--- src/rtl/alu_exec_stage.sv ---
// Issue/writeback stage around an external combinational ALU: reads operands from a
// small register file, waits one ALU cycle, then presents and retires the result.
module alu_exec_stage #(
  parameter int WIDTH = 16,
  parameter int NREG  = 4
) (
  input  logic             clk,
  input  logic             rst,
  input  logic             in_valid,
  output logic             in_ready,
  input  logic [2:0]       in_op,
  input  logic [1:0]       in_rd,
  input  logic [1:0]       in_rs,
  input  logic [1:0]       in_rt,
  input  logic [WIDTH-1:0] in_imm,
  output logic [WIDTH-1:0] alu_a,
  output logic [WIDTH-1:0] alu_b,
  output logic [1:0]       alu_op,
  input  logic [WIDTH-1:0] alu_y,
  input  logic             alu_cout,
  output logic             out_valid,
  input  logic             out_ready,
  output logic [WIDTH-1:0] out_result,
  output logic [1:0]       out_rd,
  output logic             flag_z,
  output logic             flag_c,
  output logic             flag_n,
  input  logic [1:0]       dbg_sel,
  output logic [WIDTH-1:0] dbg_data
);

  localparam logic [2:0] OP_LDI = 3'd4;

  typedef enum logic [1:0] {
    S_IDLE = 2'd0,
    S_EXEC = 2'd1,
    S_WB   = 2'd2
  } state_t;

  state_t           r_state;
  state_t           w_next_state;
  logic [WIDTH-1:0] r_regs [NREG];
  logic [WIDTH-1:0] r_alu_a;
  logic [WIDTH-1:0] r_alu_b;
  logic [WIDTH-1:0] r_out_result;
  logic [1:0]       r_alu_op;
  logic [1:0]       r_out_rd;
  logic             r_flag_z;
  logic             r_flag_c;
  logic             r_flag_n;
  logic             r_wb_pending;
  logic             w_in_ready;
  logic             w_out_valid;
  logic             w_accept;
  logic             w_is_alu;
  logic             w_is_ldi;
  logic             w_wb_write;

  assign w_is_alu   = (in_op[2] == 1'b0);
  assign w_is_ldi   = (in_op == OP_LDI);
  assign w_accept   = in_valid & w_in_ready;
  // The register file is written once, in the first WB cycle, however long WB stalls.
  assign w_wb_write = w_out_valid & r_wb_pending;

  // State register.
  always_ff @(posedge clk) begin
    if (rst) begin
      r_state <= S_IDLE;
    end else begin
      r_state <= w_next_state;
    end
  end

  // Next-state decode; reserved opcodes are consumed in IDLE as NOPs.
  always_comb begin
    w_next_state = r_state;
    case (r_state)
      S_IDLE: begin
        if (in_valid && w_is_alu) begin
          w_next_state = S_EXEC;
        end else if (in_valid && w_is_ldi) begin
          w_next_state = S_WB;
        end else begin
          w_next_state = S_IDLE;
        end
      end
      S_EXEC: w_next_state = S_WB;
      S_WB: begin
        if (out_ready) begin
          w_next_state = S_IDLE;
        end else begin
          w_next_state = S_WB;
        end
      end
      default: w_next_state = S_IDLE;
    endcase
  end

  // Handshake outputs decoded from the current state.
  always_comb begin
    w_in_ready  = 1'b0;
    w_out_valid = 1'b0;
    case (r_state)
      S_IDLE:  w_in_ready  = 1'b1;
      S_WB:    w_out_valid = 1'b1;
      default: begin
        w_in_ready  = 1'b0;
        w_out_valid = 1'b0;
      end
    endcase
  end

  // Operand capture, result capture and flag update.
  always_ff @(posedge clk) begin
    if (rst) begin
      r_alu_a      <= {WIDTH{1'b0}};
      r_alu_b      <= {WIDTH{1'b0}};
      r_alu_op     <= 2'b00;
      r_out_result <= {WIDTH{1'b0}};
      r_out_rd     <= 2'b00;
      r_flag_z     <= 1'b0;
      r_flag_c     <= 1'b0;
      r_flag_n     <= 1'b0;
    end else if (w_accept && w_is_alu) begin
      r_alu_a  <= r_regs[in_rs];
      r_alu_b  <= r_regs[in_rt];
      r_alu_op <= in_op[1:0];
      r_out_rd <= in_rd;
    end else if (w_accept && w_is_ldi) begin
      r_out_result <= in_imm;
      r_out_rd     <= in_rd;
      r_flag_z     <= (in_imm == {WIDTH{1'b0}});
      r_flag_c     <= 1'b0;
      r_flag_n     <= in_imm[WIDTH-1];
    end else if (r_state == S_EXEC) begin
      r_out_result <= alu_y;
      r_flag_z     <= (alu_y == {WIDTH{1'b0}});
      // Carry is meaningful only for ADD/SUB (op[1] clear).
      r_flag_c     <= alu_cout & ~r_alu_op[1];
      r_flag_n     <= alu_y[WIDTH-1];
    end
  end

  // Register file and the one-shot writeback marker.
  always_ff @(posedge clk) begin
    if (rst) begin
      for (int i = 0; i < NREG; i++) begin
        r_regs[i] <= {WIDTH{1'b0}};
      end
      r_wb_pending <= 1'b0;
    end else begin
      if (w_wb_write) begin
        r_regs[r_out_rd] <= r_out_result;
      end
      if ((w_accept && w_is_ldi) || (r_state == S_EXEC)) begin
        r_wb_pending <= 1'b1;
      end else if (w_wb_write) begin
        r_wb_pending <= 1'b0;
      end
    end
  end

  assign in_ready   = w_in_ready;
  assign out_valid  = w_out_valid;
  assign alu_a      = r_alu_a;
  assign alu_b      = r_alu_b;
  assign alu_op     = r_alu_op;
  assign out_result = r_out_result;
  assign out_rd     = r_out_rd;
  assign flag_z     = r_flag_z;
  assign flag_c     = r_flag_c;
  assign flag_n     = r_flag_n;
  assign dbg_data   = r_regs[dbg_sel];

endmodule

--- config.mk ---
export PLATFORM = sky130hd
export DESIGN_NAME = alu_exec_stage
export DESIGN_NICKNAME = d
export VERILOG_FILES = /design/src/rtl/alu_exec_stage.sv
export SDC_FILE = /design/constraint.sdc
export NUM_CORES = 1
export LEC_CHECK = 0
export BUFFER_PORTS_ARGS = -buffer_cell sky130_fd_sc_hd__buf_2
export CORE_ASPECT_RATIO = 1.5
export CORE_UTILIZATION = 40
export DETAILED_ROUTE_END_ITERATION = 6
export SETUP_SLACK_MARGIN = 0.3
export SYNTH_ARGS = -nofsm -noshare
export SYNTH_HDL_FRONTEND = slang
export SYNTH_SLANG_ARGS = --single-unit
--- constraint.sdc ---
create_clock -name clk -period 3.55 [get_ports clk]
set_input_delay 0.71 -clock clk [delete_from_list [all_inputs] [get_ports clk]]
set_output_delay 0.71 -clock clk [all_outputs]
set_load 0.005 [all_outputs]
==> flow_metrics.py, run 1 <==
metrics = {
    "power_and_ir_drop": {
        "vdd_drop_max_v": 0.000320,
        "power_mw": 3.70,
        "power_density_nw_per_um2": 518,
        "p_leak_nw": 2.80,
    },
    "sta": {
        "hold_slack_ns": 0.449,
        "fin_crit_ns": 2.61,
        "fin_crit_sh_pct": 73.6,
        "final_max_slew_viol_count": 0,
        "rsz0062_at_grt": "no",
        "slew_headroom_pct": 43.7,
        "fin_setup_tns_ns": 0,
        "hold_viol_final": 0,
        "skew_ns": 0.0107,
        "worst_slack_ns": 0.935,
        "tightest_slew_ns": 0.843,
        "max_freq_ghz": 0.382,
        "finalSetupViolCount": 0,
    },
    "clock_tree": {
        "cts.path.max_buffers": 2,
        "clk_latency_ns": 0.41,
        "cts_num_sinks": 121,
        "cts-htree-levels": 4,
        "cts_hold_buf": 0,
        "cts_buffers": 17,
        "post_cts_buffers": 0,
        "clk_pin_slew_ns": 0.05,
        "post_cts_resized": 0,
        "cts_tree": "built",
        "clock-root-buffer": "clkbuf_16",
    },
    "finish": {
        "area_growth_pct": 23.1,
        "layout_commonest_cell": "buf_2",
        "drive_gt1_share_pct": 34.9,
        "final_core_util_pct": 50.8,
        "final_area_um2": 7140,
        "nNetsFinal": 637,
        "n_antenna_cell": 0,
        "multi_input_area_um2": 2560,
        "fillers": 1330,
        "seq_area_um2": 3060,
        "stdcell_count": 794,
        "most-common-layout-cells": "buf_2, nand2_1, and2_1, edfxtp_1, dfxtp_1",
    },
    "critical_path": {
        "cp.arrival_ns": 1.90,
        "crit_path_end_kind": "output port",
        "worstSetupPathType": "in2out",
        "cp-start-kind": "input pin",
        "critPathMaxFanout": 16,
        "worstPathRequired_ns": 2.84,
    },
    "place": {
        "numPortBuffers": 120,
        "dp.cells": 762,
        "placed_area_um2": 6490,
        "gp_congestion": 0.785,
        "dp_hpwl_um": 10400,
        "place_ws_ns": 0.833,
    },
    "floorplanning": {
        "die_y_um": 149,
        "core_region_area_um2": 14100,
        "start_util_pct": 41.2,
        "fp.dieArea_um2": 15000,
        "rows": 53,
        "die_w_um": 100,
        "ios": 121,
    },
    "synth": {
        "synthCells": 484,
        "yosys_warnings": 0,
        "synth_area_leader_cell": "edfxtp_1",
        "ys_ff_latch": 121,
        "ys_types": 34,
        "synth_top_area_share_pct": 33.2,
        "syn_avg_cell_area_um2": 12.0,
        "ys_seq_area_share_pct": 52.8,
        "syn-num-nets": 532,
        "synth_top_flop_cell": "edfxtp_1",
        "syn_area_um2": 5800,
        "synth_edf_count": 64,
        "synth_area_leaders": "edfxtp_1, dfxtp_1, mux4_2, and2_1, nand2_1",
        "async_reset_ff_share_pct": 0,
    },
    "status": {
        "status": "finished, final reports clean",
    },
    "route": {
        "drtAntennaViolNets": 0,
        "drtIter0Drc": 140,
        "drt_first_pass_iters": 5,
        "viasPerCell": 5.23,
        "vias": 4150,
        "wl_per_cell_um": 17.3,
        "drc": 0,
        "drt_wl_total_um": 13800,
    },
    "global_route": {
        "grt_overflow_total": 0,
        "grt_pass1_vias": 4064,
        "grt_first_pass_wirelength_um": 21700,
        "grt.total_usage_pct": 19.5,
        "grt_max_degree": 62,
        "antenna_found_initial": 0,
    },
    "worst_hold_path": {
        "hold_path.class": "reg2reg",
    },
    "job": {
        "cap_violations": 0,
    },
}
Yosys cell counts, drive strengths merged (2+ instances only):
cell / instances
buf: 23
nand4: 2
and2: 64
nand2: 102
nor4: 8
nand3: 3
mux4: 48
nor3b: 2
or2: 3
o21ai: 3
and3b: 3
a311oi: 16
nor2: 19
a21oi: 39
dfxtp: 57
edfxtp: 64
clkbuf: 15
nand2b: 2
report_power, final:
| group | switching [mW] | internal (mW) | leakage (nW) |
|---|---|---|---|
| logic | 0.149 | 0.149 | 1.36 |
| clock network | 0.601 | 1.21 | 0.311 |
| registers | 0.0576 | 1.53 | 1.12 |
logic make-up after synthesis:
kind of cell | synth area share, %
and+or+nand+nor | 18.8
AOI/OAI and AO/OA | 6.58
DFF | 52.8
muxes | 18.6
buffers and inverters | 3.17
critical path, stage by stage:
cell    delay [ns]
buf_2         0.45
mux4_2        0.59
buf_2         0.14
flip-flops by register name (all words and copies together), names as in the netlist:
name          flops
alu_a            16
alu_b            16
alu_op            2
flag_c            1
flag_z            1
out_rd            2
out_result       16
r_regs           64
r_state           2
r_wb_pending      1
routing by layer:
layer	vias up	GRT usage [%]	part of all wire (%)	wire length [um]
met5	-	0	0	0
met4	0	8.99	1.8	244
met3	19	3.36	3.6	494
met2	141	34.6	53	7350
met1	1994	22.9	41	5680
li1	1996	-	-	-
final cells by class:
type                       count  share of cell area (%)
clock buffer                  24                    7.64
clock inverter                 8                    1.40
multi-input combinational    325                    35.8
sequential                   121                    42.9
tap                          192                    3.37
timing repair buffer         124                    8.83
worst paths after layout:
path | start | end | slack [ns] | cells after the start
setup reg to reg | r_state[1]$_SDFF_PP0_ | r_regs[1][7]$_SDFFCE_PN0P_ | 1.08 | 4
hold / removal | alu_a[14]$_SDFFE_PP0P_ | alu_a[14]$_SDFFE_PP0P_ | 0.45 | 2
hold reg to reg | alu_a[14]$_SDFFE_PP0P_ | alu_a[14]$_SDFFE_PP0P_ | 0.45 | 2
setup / recovery | dbg_sel[0] | dbg_data[14] | 0.94 | 3
Note: power is estimated with default switching activity, not from simulation.
==> run 2: changes to the inputs <==
==> constraint.sdc (replaced) <==
create_clock -name clk -period 2.45 [get_ports clk]
set_input_delay 0.49 -clock clk [delete_from_list [all_inputs] [get_ports clk]]
set_output_delay 0.49 -clock clk [all_outputs]
set_load 0.005 [all_outputs]
==> flow_metrics.py, run 2 (same netlist as run 1, synthesis figures left out) <==
metrics = {
    "route": {
        "drt_wl_total_um": 14400,
        "viasPerCell": 5.32,
        "drtAntennaViolNets": 0,
        "drt_first_pass_iters": 4,
        "drtIter0Drc": 126,
        "vias": 4258,
        "wl_per_cell_um": 18.0,
        "drc": 0,
    },
    "sta": {
        "fin_setup_tns_ns": 0,
        "rsz0062_at_grt": "no",
        "slew_headroom_pct": 45.4,
        "fin_crit_ns": 1.96,
        "hold_slack_ns": 0.339,
        "tightest_slew_ns": 0.819,
        "finalSetupViolCount": 0,
        "final_max_slew_viol_count": 0,
        "hold_viol_final": 0,
        "skew_ns": 0.00701,
        "max_freq_ghz": 0.511,
        "fin_crit_sh_pct": 79.9,
    },
    "clock_tree": {
        "post_cts_resized": 0,
        "cts_hold_buf": 0,
        "clk_latency_ns": 0.41,
        "post_cts_buffers": 0,
        "cts_num_sinks": 121,
        "cts_buffers": 17,
        "cts-htree-levels": 4,
        "cts.path.max_buffers": 2,
        "clock-root-buffer": "clkbuf_16",
        "cts_tree": "built",
        "clk_pin_slew_ns": 0.06,
    },
    "critical_path": {
        "r2r_cells": 4,
        "reg2reg_slack_ns": 0.59,
        "worstSetupPathType": "reg2out",
        "r2r_end": "r_regs[0][13]$_SDFFCE_PN0P_",
        "cp.arrival_ns": 1.47,
        "critPathMaxFanout": 3,
        "worstPathRequired_ns": 1.96,
        "crit_path_end_kind": "output port",
        "cp-start-kind": "flip-flop",
        "r2r-start": "r_state[1]$_SDFF_PP0_",
    },
    "worst_hold_path": {
        "hold_path_end": "alu_op[0]$_SDFFE_PP0P_",
        "hold_path_startpoint": "in_op[0]",
        "whs_path_depth": 3,
        "hold_path.class": "in2reg",
    },
    "finish": {
        "nNetsFinal": 644,
        "area_growth_pct": 24.3,
        "drive_gt1_share_pct": 35.5,
        "layout_commonest_cell": "buf_2",
        "final_area_um2": 7200,
        "largest_reg_flops": 64,
        "n_antenna_cell": 0,
        "most-common-layout-cells": "buf_2, nand2_1, and2_1, edfxtp_1, dfxtp_1",
        "fillers": 1295,
        "stdcell_count": 801,
        "regMostFlops": "r_regs",
    },
    "global_route": {
        "grt_first_pass_wirelength_um": 22800,
        "grt_max_degree": 37,
        "antenna_found_initial": 0,
        "grt.total_usage_pct": 20.4,
        "grt_overflow_total": 0,
        "grt_pass1_vias": 4355,
    },
    "floorplanning": {
        "start_util_pct": 41.2,
        "fp.dieArea_um2": 15000,
        "rows": 53,
        "die_w_um": 100,
        "core_region_area_um2": 14100,
        "ios": 121,
        "die_y_um": 149,
    },
    "status": {
        "status": "finished, final reports clean",
    },
    "power_and_ir_drop": {
        "vdd_drop_max_v": 0.000422,
        "power_density_nw_per_um2": 745,
        "p_leak_nw": 2.85,
        "netSwitchingPower_mw": 1.16,
        "netSwitchingFraction_pct": 21.6,
        "comb_power_share_pct": 8.3,
        "clkPwrFrac_pct": 49.0,
        "intPower_mw": 4.21,
        "pwr-share-seq_pct": 42.7,
    },
    "place": {
        "gp_congestion": 0.813,
        "dp.cells": 769,
        "numPortBuffers": 120,
        "dp_hpwl_um": 10300,
        "placed_area_um2": 6560,
    },
    "job": {
        "cap_violations": 0,
    },
}
==> run 2: cell count changes in the layout (fill, tap and decap cells not counted) <==
| cell | change |
|---|---|
| bufinv_16 | -1 |
| clkinvlp_4 | -3 |
| clkbuf_1 | +1 |
| buf_12 | +1 |
| buf_4 | +6 |
| clkbuf_16 | +1 |
| clkinv_2 | +2 |
| clkbuf_8 | +2 |
| inv_4 | -2 |
==> run 2: worst max-delay path by stage <==
stage | cells after the start | start | endpoint | slack [ns]
global placement | 4 | dbg_sel[0] | dbg_data[5] | 0.53
detailed placement | 4 | dbg_sel[0] | dbg_data[5] | 0.49
floorplan | 3 | dbg_sel[0] | dbg_data[10] | 0.41
global route | 4 | r_state[1]$_SDFF_PP0_ | r_regs[0][7]$_SDFFCE_PN0P_ | 0.45
finish | 2 | r_regs[3][5]$_DFFE_PP_ | dbg_data[5] | 0.49
CTS | 2 | r_regs[3][5]$_DFFE_PP_ | dbg_data[5] | 0.46
==> run 2: critical path, cell delays in order (launching register included) <==
cell and delay (ns):
edfxtp_1 0.43, mux4_2 0.50, buf_2 0.14
==> run 2: power groups by stage <==
stage,registers [mW],clock network (mW),logic [mW]
floorplan,2.31,0,0.280
global placement,2.33,0,0.441
detailed placement,2.33,0,0.450
CTS,2.29,2.67,0.453
global route,2.30,2.75,0.490
finish,2.29,2.63,0.447
==> run 2: area by class of cell <==
| class | instances | area (um^2) | area share (%) |
|---|---|---|---|
| Clock buffer | 28 | 602 | 8.35 |
| Clock inverter | 4 | 45.0 | 0.625 |
| Multi-Input combinational cell | 325 | 2560 | 35.5 |
| Sequential cell | 121 | 3060 | 42.5 |
| Tap cell | 192 | 240 | 3.33 |
| Timing Repair Buffer | 131 | 696 | 9.66 |
==> run 2: metrics by stage <==
step	worst slack, ns	utilization, %	total power [mW]
after global routing	0.446	51.2	5.54
after floorplan	0.410	-	2.59
after detailed placement	0.494	46.6	2.78
after global placement	0.529	46.6	2.77
final	0.492	51.2	5.37
after CTS	0.462	51.2	5.42
==> run 2: routing by layer <==
| metal | vias up | global-route usage (%) | routed length (um) |
|---|---|---|---|
| met1 | 2068 | 23.2 | 5670 |
| li1 | 2007 | - | - |
| met4 | 0 | 8.62 | 302 |
| met3 | 24 | 4.62 | 687 |
| met5 | - | 0 | 0 |
| met2 | 159 | 36.6 | 7740 |
